**src/rtl/peak_readout_if.sv**
```systemverilog
// Output stream bundle for peak_readout: tagged peak words toward the readout path.
interface peak_readout_if #(
  parameter int unsigned DW = 12
);
  logic [DW+3:0] m_data;
  logic          m_valid;
  logic          m_ready;
  logic          m_last;

  modport master (
    output m_data,
    output m_valid,
    output m_last,
    input  m_ready
  );

  modport slave (
    input  m_data,
    input  m_valid,
    input  m_last,
    output m_ready
  );
endinterface

```
**src/rtl/peak_readout.sv**
```systemverilog
// Snapshots four channel peaks per done pulse into a small frame buffer and
// drains each frame as four tagged words; frames arriving while full are dropped.
module peak_readout #(
  parameter int unsigned DW     = 12,
  parameter int unsigned FRAMES = 2
) (
  input  logic          clk,
  input  logic          rst_n,
  input  logic          done,
  input  logic [DW-1:0] in_1,
  input  logic [DW-1:0] in_2,
  input  logic [DW-1:0] in_3,
  input  logic [DW-1:0] in_4,
  peak_readout_if.master m,
  output logic          ovf,
  input  logic          ovf_clr,
  output logic [7:0]    frame_cnt
);

  localparam int unsigned PW = $clog2(FRAMES);
  localparam int unsigned FW = $clog2(FRAMES + 1);
  localparam logic [FW-1:0] FULL = FW'(FRAMES);

  typedef enum logic {
    IDLE,
    SEND
  } state_e;

  state_e          state_q, state_d;
  logic [1:0]      beat_q, beat_d;
  logic [PW-1:0]   rd_ptr_q, rd_ptr_d;
  logic [PW-1:0]   wr_ptr_q, wr_ptr_d;
  logic [FW-1:0]   fill_q, fill_d;
  logic [1:0]      seq_ctr_q, seq_ctr_d;
  logic            ovf_q, ovf_d;
  logic [7:0]      frame_cnt_q, frame_cnt_d;
  logic [DW-1:0]   val_q [FRAMES][4];
  logic [1:0]      seq_q [FRAMES];

  logic hs;
  logic last_hs;
  logic cap;
  logic drop;

  always_comb begin
    hs      = (state_q == SEND) && m.m_ready;
    last_hs = hs && (beat_q == 2'd3);
    // A last-beat handshake frees its slot in the same cycle, so a full buffer can still accept.
    cap     = done && ((fill_q != FULL) || last_hs);
    drop    = done && !cap;
  end

  always_comb begin
    fill_d      = fill_q;
    beat_d      = beat_q;
    rd_ptr_d    = rd_ptr_q;
    wr_ptr_d    = wr_ptr_q;
    seq_ctr_d   = seq_ctr_q;
    frame_cnt_d = frame_cnt_q;
    state_d     = state_q;

    case ({cap, last_hs})
      2'b10:   fill_d = fill_q + FW'(1);
      2'b01:   fill_d = fill_q - FW'(1);
      default: fill_d = fill_q;
    endcase

    if (cap) begin
      wr_ptr_d  = wr_ptr_q + PW'(1);
      seq_ctr_d = seq_ctr_q + 2'd1;
    end

    if (last_hs) begin
      beat_d      = 2'd0;
      rd_ptr_d    = rd_ptr_q + PW'(1);
      frame_cnt_d = frame_cnt_q + 8'd1;
    end else if (hs) begin
      beat_d = beat_q + 2'd1;
    end

    case (state_q)
      IDLE: if (fill_d != '0) state_d = SEND;
      SEND: if (fill_d == '0) state_d = IDLE;
      default: state_d = IDLE;
    endcase

    ovf_d = drop || (ovf_q && !ovf_clr);
  end

  always_comb begin
    m.m_valid = 1'b0;
    m.m_last  = 1'b0;
    m.m_data  = '0;
    if (state_q == SEND) begin
      m.m_valid = 1'b1;
      m.m_last  = (beat_q == 2'd3);
      m.m_data  = {beat_q, seq_q[rd_ptr_q], val_q[rd_ptr_q][beat_q]};
    end
  end

  assign ovf       = ovf_q;
  assign frame_cnt = frame_cnt_q;

  always_ff @(posedge clk) begin
    if (!rst_n) begin
      state_q     <= IDLE;
      beat_q      <= '0;
      rd_ptr_q    <= '0;
      wr_ptr_q    <= '0;
      fill_q      <= '0;
      seq_ctr_q   <= '0;
      ovf_q       <= 1'b0;
      frame_cnt_q <= '0;
      for (int unsigned f = 0; f < FRAMES; f++) begin
        seq_q[f] <= '0;
        for (int unsigned c = 0; c < 4; c++) begin
          val_q[f][c] <= '0;
        end
      end
    end else begin
      state_q     <= state_d;
      beat_q      <= beat_d;
      rd_ptr_q    <= rd_ptr_d;
      wr_ptr_q    <= wr_ptr_d;
      fill_q      <= fill_d;
      seq_ctr_q   <= seq_ctr_d;
      ovf_q       <= ovf_d;
      frame_cnt_q <= frame_cnt_d;
      if (cap) begin
        val_q[wr_ptr_q][0] <= in_1;
        val_q[wr_ptr_q][1] <= in_2;
        val_q[wr_ptr_q][2] <= in_3;
        val_q[wr_ptr_q][3] <= in_4;
        seq_q[wr_ptr_q]    <= seq_ctr_q;
      end
    end
  end

endmodule
```
**src/flat_wrapper.sv**
```systemverilog
// flat-port wrapper written by rule: the top's interface ports become plain ports
module peak_readout_flat 
#(
  parameter int unsigned DW     = 12,
  parameter int unsigned FRAMES = 2
)
  (clk, rst_n, done, in_1, in_2, in_3, in_4, ovf, ovf_clr, frame_cnt, m_m_data, m_m_valid, m_m_last, m_m_ready);
  peak_readout_if #(.DW(DW)) m_i ();
  input  logic clk;
  input  logic rst_n;
  input  logic done;
  input  logic [DW-1:0] in_1;
  input  logic [DW-1:0] in_2;
  input  logic [DW-1:0] in_3;
  input  logic [DW-1:0] in_4;
  output logic ovf;
  input  logic ovf_clr;
  output logic [7:0] frame_cnt;
  output wire logic [$bits(m_i.m_data)-1:0] m_m_data;
  output wire logic [$bits(m_i.m_valid)-1:0] m_m_valid;
  output wire logic [$bits(m_i.m_last)-1:0] m_m_last;
  input wire logic [$bits(m_i.m_ready)-1:0] m_m_ready;
  assign m_m_data = m_i.m_data;
  assign m_m_valid = m_i.m_valid;
  assign m_m_last = m_i.m_last;
  assign m_i.m_ready = m_m_ready;
  peak_readout #(.DW(DW), .FRAMES(FRAMES)) u_core (.clk(clk), .rst_n(rst_n), .done(done), .in_1(in_1), .in_2(in_2), .in_3(in_3), .in_4(in_4), .m(m_i), .ovf(ovf), .ovf_clr(ovf_clr), .frame_cnt(frame_cnt));
endmodule
```
**config.mk**
```make
export PLATFORM = sky130hd
export DESIGN_NAME = peak_readout_flat
export DESIGN_NICKNAME = d
export VERILOG_FILES = /design/src/rtl/peak_readout_if.sv /design/src/rtl/peak_readout.sv /design/src/flat_wrapper.sv
export SDC_FILE = /design/constraint.sdc
export NUM_CORES = 1
export LEC_CHECK = 0
export CAP_MARGIN = 20
export CELL_PAD_IN_SITES_DETAIL_PLACEMENT = 1
export CELL_PAD_IN_SITES_GLOBAL_PLACEMENT = 1
export CORE_MARGIN = 2
export CORE_UTILIZATION = 48
export DETAILED_ROUTE_END_ITERATION = 6
export PLACE_DENSITY_LB_ADDON = 0.1
export SYNTH_ARGS = -nofsm -noshare
export SYNTH_HDL_FRONTEND = slang
export SYNTH_SLANG_ARGS = --single-unit
```
**constraint.sdc**
```tcl
create_clock -name clk -period 13.8 [get_ports clk]
set_clock_uncertainty 0.2 [all_clocks]
set_input_delay 2.76 -clock clk [delete_from_list [all_inputs] [get_ports clk]]
set_output_delay 2.76 -clock clk [all_outputs]
set_load 0.05 [all_outputs]
```
* After elaboration in Yosys (flattened, before gate mapping)
Memory sizes are Yosys's and may differ from the RTL's. A register that Yosys moved wholly into a read port is not among the register bits.
Index checks and enable logic that the tools add are counted.
** Cells by class
- Add/sub/neg operators :: 7
- $lt $le $gt $ge :: 1
- Equality and inequality tests :: 4
- Muxes and demuxes :: 24
- Bitwise gates (word level) :: 3
- Reductions and logical operators :: 14
** Operator list (number)
- $mux W48 :: 1
- $reduce_or A48 Y1 :: 1
- $bmux W12 S2 :: 1
- $mux W12 :: 2
- $mux W1 :: 16
- $mux W16 :: 1
- $add A8 B1 Y8 const B :: 1
- $add A2 B1 Y2 const B :: 3
- $logic_and A1 B1 Y1 :: 5
- $eq A2 B2 Y1 const B :: 2
- $pmux W2 S2 :: 1
- $reduce_or A2 Y1 :: 2
- $ge A3 B3 Y1 const B :: 1
- $not A2 Y3 :: 1
- $add A1 B1 Y1 const B :: 2
- $eq A2 B1 Y1 const B :: 1
- $logic_not A1 Y1 :: 2
- $logic_not A2 Y1 :: 1
- $logic_or A1 B1 Y1 :: 2
- $mux W2 :: 1
- $ne A2 B2 Y1 const B :: 1
- $not A1 Y1 :: 2
- $pmux W1 S2 :: 1
- $reduce_bool A2 Y1 :: 1
- $sub A2 B1 Y2 const B :: 1
** Storage, ports and cells
- Register bits after elaboration :: 18
- Bits in writable memories :: 100
- Output and inout port bits :: 27
- Logic and storage cells :: 63
- Memories :: 2
** Memories
- u_core.val_q :: words 2, width 48, rd ports 1, clocked after Yosys merged registers in 1, wr ports 2, line peak_readout.sv:37 : logic [DW-1:0] val_q [FRAMES][4];
- u_core.seq_q :: words 2, width 2, rd ports 1, clocked after Yosys merged registers in 1, wr ports 2, line peak_readout.sv:38 : logic [1:0] seq_q [FRAMES];

* Depth between registers and ports, before layout
- Depth in word-level cells :: 9
- Mapped depth :: 7
- Gate-level depth less buffers :: 5

* Least setup slack after synthesis
OpenSTA, ideal clock, no wires.
- Kind :: input-to-reg
- From :: in done
- To :: mem u_core.seq_q[0][0] (enable)
- Arrival :: 6754 ps
- Data required time :: 13073 ps
- Setup slack :: 6319 ps
- Cell stages on the path :: 4
- Buffers on the path :: 1
- Cell sequence :: buf_2 > a21boi_4 > inv_1 > o21ai_0
** RTL lines
- from (decl) :: line flat_wrapper.sv:11 : input logic done;
- to (decl) :: line peak_readout.sv:38

* Worst setup path after layout
- From :: reg u_core.beat_q[1]
- To :: out m_m_data[7]
** Between the ends
- Longest elaborated chain between the ends :: 5
** Ends and longest elaborated chain
- from (decl) :: line peak_readout.sv:30 : logic [1:0] beat_q, beat_d;
- from (signal assigned) :: line peak_readout.sv:122 : beat_q <= beat_d;
- $not A2 Y3 (implied by the code) :: line peak_readout.sv:97 : m.m_data = {beat_q, seq_q[rd_ptr_q], val_q[rd_ptr_q][beat_q]};
- $bmux W12 S2 :: line peak_readout.sv:97
- $mux W12 (implied by the code) (2 in series) :: line peak_readout.sv:97
- $mux W16 :: line peak_readout.sv:94 : if (state_q == SEND) begin
- to (decl) :: line flat_wrapper.sv:19 : output wire logic [$bits(m_i.m_data)-1:0] m_m_data;
No other way between the ends. The select of a mux whose other input is x is not followed.

==> reports/qor.csv <==
metric,value,unit
Static Leak,2.61,nW
Post-synth EDFFs,100,
Root Driver,clkbuf_16,
class of the worst hold path,reg2reg,
cts-stage hold buffer count,0,
leading area contributor after synthesis,edfxtp_1,
top_reg_cell synth,edfxtp_1,
transition time of the tightest slew-check pin,0.976,ns
RSZ-0062 raised after global routing,no,
PwrDens,137,nW/µm²
CP required,10.84,ns
gpl congestion,0.738,
Worst path top cell family by delay,simple AND/OR/NAND/NOR gates,
Pre-antenna DRT Iters,4,
Vias/cell,5.56,
num rows,38,
CORE AREA,10900,µm²
total wire length,13400,µm
Clock Pin Slew Worst Setup and Hold Paths,0.05,ns
vias in the first global route,3720,
fmax,0.164,GHz
multi-input gate area in the final layout,1920,µm²
Resized cells post-CTS,0,
Worst setup SP type,register,
CTS buffer count,17,
vias,3457,
final max-slew violation count,0,
DP Area,6320,µm²
Total GRT Usage,0.229,
sequential share of the synthesized area,0.621,
"Warnings, synthesis",0,
Longest Clk Path Bufs,2,
Fillers,1045,
Post-Syn Area,5450,µm²
buffer count from post-CTS setup fixing,0,
Area Growth Syn to Fin,26.0,%
Worst Path Buf+Inv,1,
worst-path maximum fanout,17,
final core utilization,0.628,
initial core utilization,0.498,
die area,12200,µm²
final number of setup-violating endpoints,0,
Final min period,6.12,ns
clock latency on the worst-skew pair,0.41,ns
WHS,0.313,ns
crit path DAT,3.16,ns
Die Wd,111,µm
WL met2,6860,µm
Overflow after GRT,0,
most common cell in the netlist,and2_1,
DP Wirelength,8160,µm
area share of the largest cell type after synthesis,0.551,
syn avg cell area,13.8,µm²
Routed Antenna Nets,0,
met3 wire len,539,µm
top post-synthesis cells by area,"edfxtp_1, and2_1, dfxtp_1",
Max VDD drop,0.0000921,V
post-synthesis async set-or-reset flop share,0,
share of cells above drive strength 1,0.0996,
final hold violations,0,
Synth top cells by count,"and2_1, edfxtp_1, mux2i_1, dfxtp_1",
M1 wire length,5730,µm
sequential cell area,3380,µm²
Synth Instances,394,
crit path capture type,primary output,
Synth Net Count,449,
"slowest stage delay, CP",0.85,ns
nets,524,
part of the cycle the worst path needs,0.443,
largest net degree at the start of global routing,51,
initial antenna violation count,0,
die height,111,µm
Max Cap Violations,0,
WS Path Type,reg2out,
slowest CP cell,nor2b_1,
PortBufs,79,
"Critical Path, Cell by Cell","nor2b_1, a22oi_1, o211a_1, clkdlybuf4s50_1",
antenna cells,0,
Clock Sinks,119,
drt drc,0,
Iter 0 DRT Violations,148,
Final Cell Area,6860,µm²
Seq cells post-synth,119,
status,"finished, final reports clean",
Setup TNS,0,ns
I/O pin total,80,
top layer in use,met4,
Slew headroom,0.348,
CTS tree,built,
synth unique cells,38,
DR WL/cell,21.5,µm
H-tree levels,4,
global-route wire length before repair,21000,µm
report_power, final:
part / internal (mW) / switching (mW) / total, mW / leakage (nW)
combinational: 0.0402 / 0.0509 / 0.0911 / 1.13
clock: 0.262 / 0.152 / 0.414 / 0.265
sequential: 0.423 / 0.0148 / 0.438 / 1.22
total: 0.725 / 0.218 / 0.943 / 2.61
final cells by class:
cell class | instances | area share
clock inverter | 11 | 0.0157
timing repair buffer | 83 | 0.120
multi-input combinational | 245 | 0.280
tap | 140 | 0.0255
sequential | 119 | 0.493
clock buffer | 21 | 0.0642
inverter | 3 | 0.00164
registers in the layout, indices dropped and copies added (netlist names), named ones only:
| signal | count |
|---|---|
| u_core.val_q | 96 |
| u_core.seq_ctr_q | 2 |
| u_core.beat_q | 2 |
| u_core.wr_ptr_q | 1 |
| u_core.frame_cnt | 8 |
| u_core.state_q | 1 |
| u_core.seq_q | 4 |
| u_core.ovf | 1 |
| u_core.rd_ptr_q | 1 |
| u_core.fill_q | 2 |
through the flow:
step	power [mW]	setup WS [ns]	cells
6_report	0.943	7.68	622
5_1_grt	0.974	7.63	622
4_1_cts	0.948	7.70	622
3_5_place_dp	0.535	8.15	590
3_3_place_gp	0.530	8.32	590
2_1_floorplan	0.493	6.32	394
tightest hold or removal path: cells and delay by family, from the launching register on:
family	cells	cell delay [ns]
AOI/OAI and AO/OA	1	0.07
and+or+nand+nor	1	0.06
DFF	1	0.33
cell usage in the layout (no fill, tap or decap), types with 3 or more instances in the layout:
cell type	instances
buf_4	4
inv_1	3
o211a_1	12
nor2_1	3
clkbuf_1	4
edfxtp_1	100
a22oi_1	12
and2_1	112
nand2_1	12
and3_1	6
nand4_1	3
clkbuf_16	17
dfxtp_1	18
nor2b_1	6
a21oi_1	6
mux4_2	12
xnor2_1	5
mux2i_1	26
clkinv_2	5
xor2_1	5
nor3_1	5
clkdlybuf4s50_1	79
per-layer routing:
layer | GRT usage | vias up
li1 | - | 1589
met1 | 0.284 | 1767
met2 | 0.387 | 82
met3 | 0.0664 | 19
met4 | 0.0742 | 0
met5 | 0 | -
worst paths after layout:
kind	from	cells after the start	slack [ns]	to
min reg2reg	u_core.frame_cnt[1]$_SDFFE_PN0P_	2	0.31	u_core.frame_cnt[1]$_SDFFE_PN0P_
max	u_core.beat_q[1]$_SDFFE_PP0P_	4	7.68	m_m_data[7]
max reg2reg	u_core.beat_q[0]$_SDFFE_PP0P_	6	10.51	u_core.val_q[0][31]$_SDFFCE_PN0P_
min	u_core.frame_cnt[1]$_SDFFE_PN0P_	2	0.31	u_core.frame_cnt[1]$_SDFFE_PN0P_
cells by family after synthesis:
| kind of cell | count (synthesis) | share of synthesized area |
|---|---|---|
| simple gates | 152 | 0.167 |
| flops | 119 | 0.621 |
| compound gates | 42 | 0.0636 |
| mux | 39 | 0.0994 |
| buf+inv | 30 | 0.0280 |
| xor+xnor | 10 | 0.0161 |
| fa+ha+maj | 2 | 0.00459 |
(Power assumes the default switching activity.)
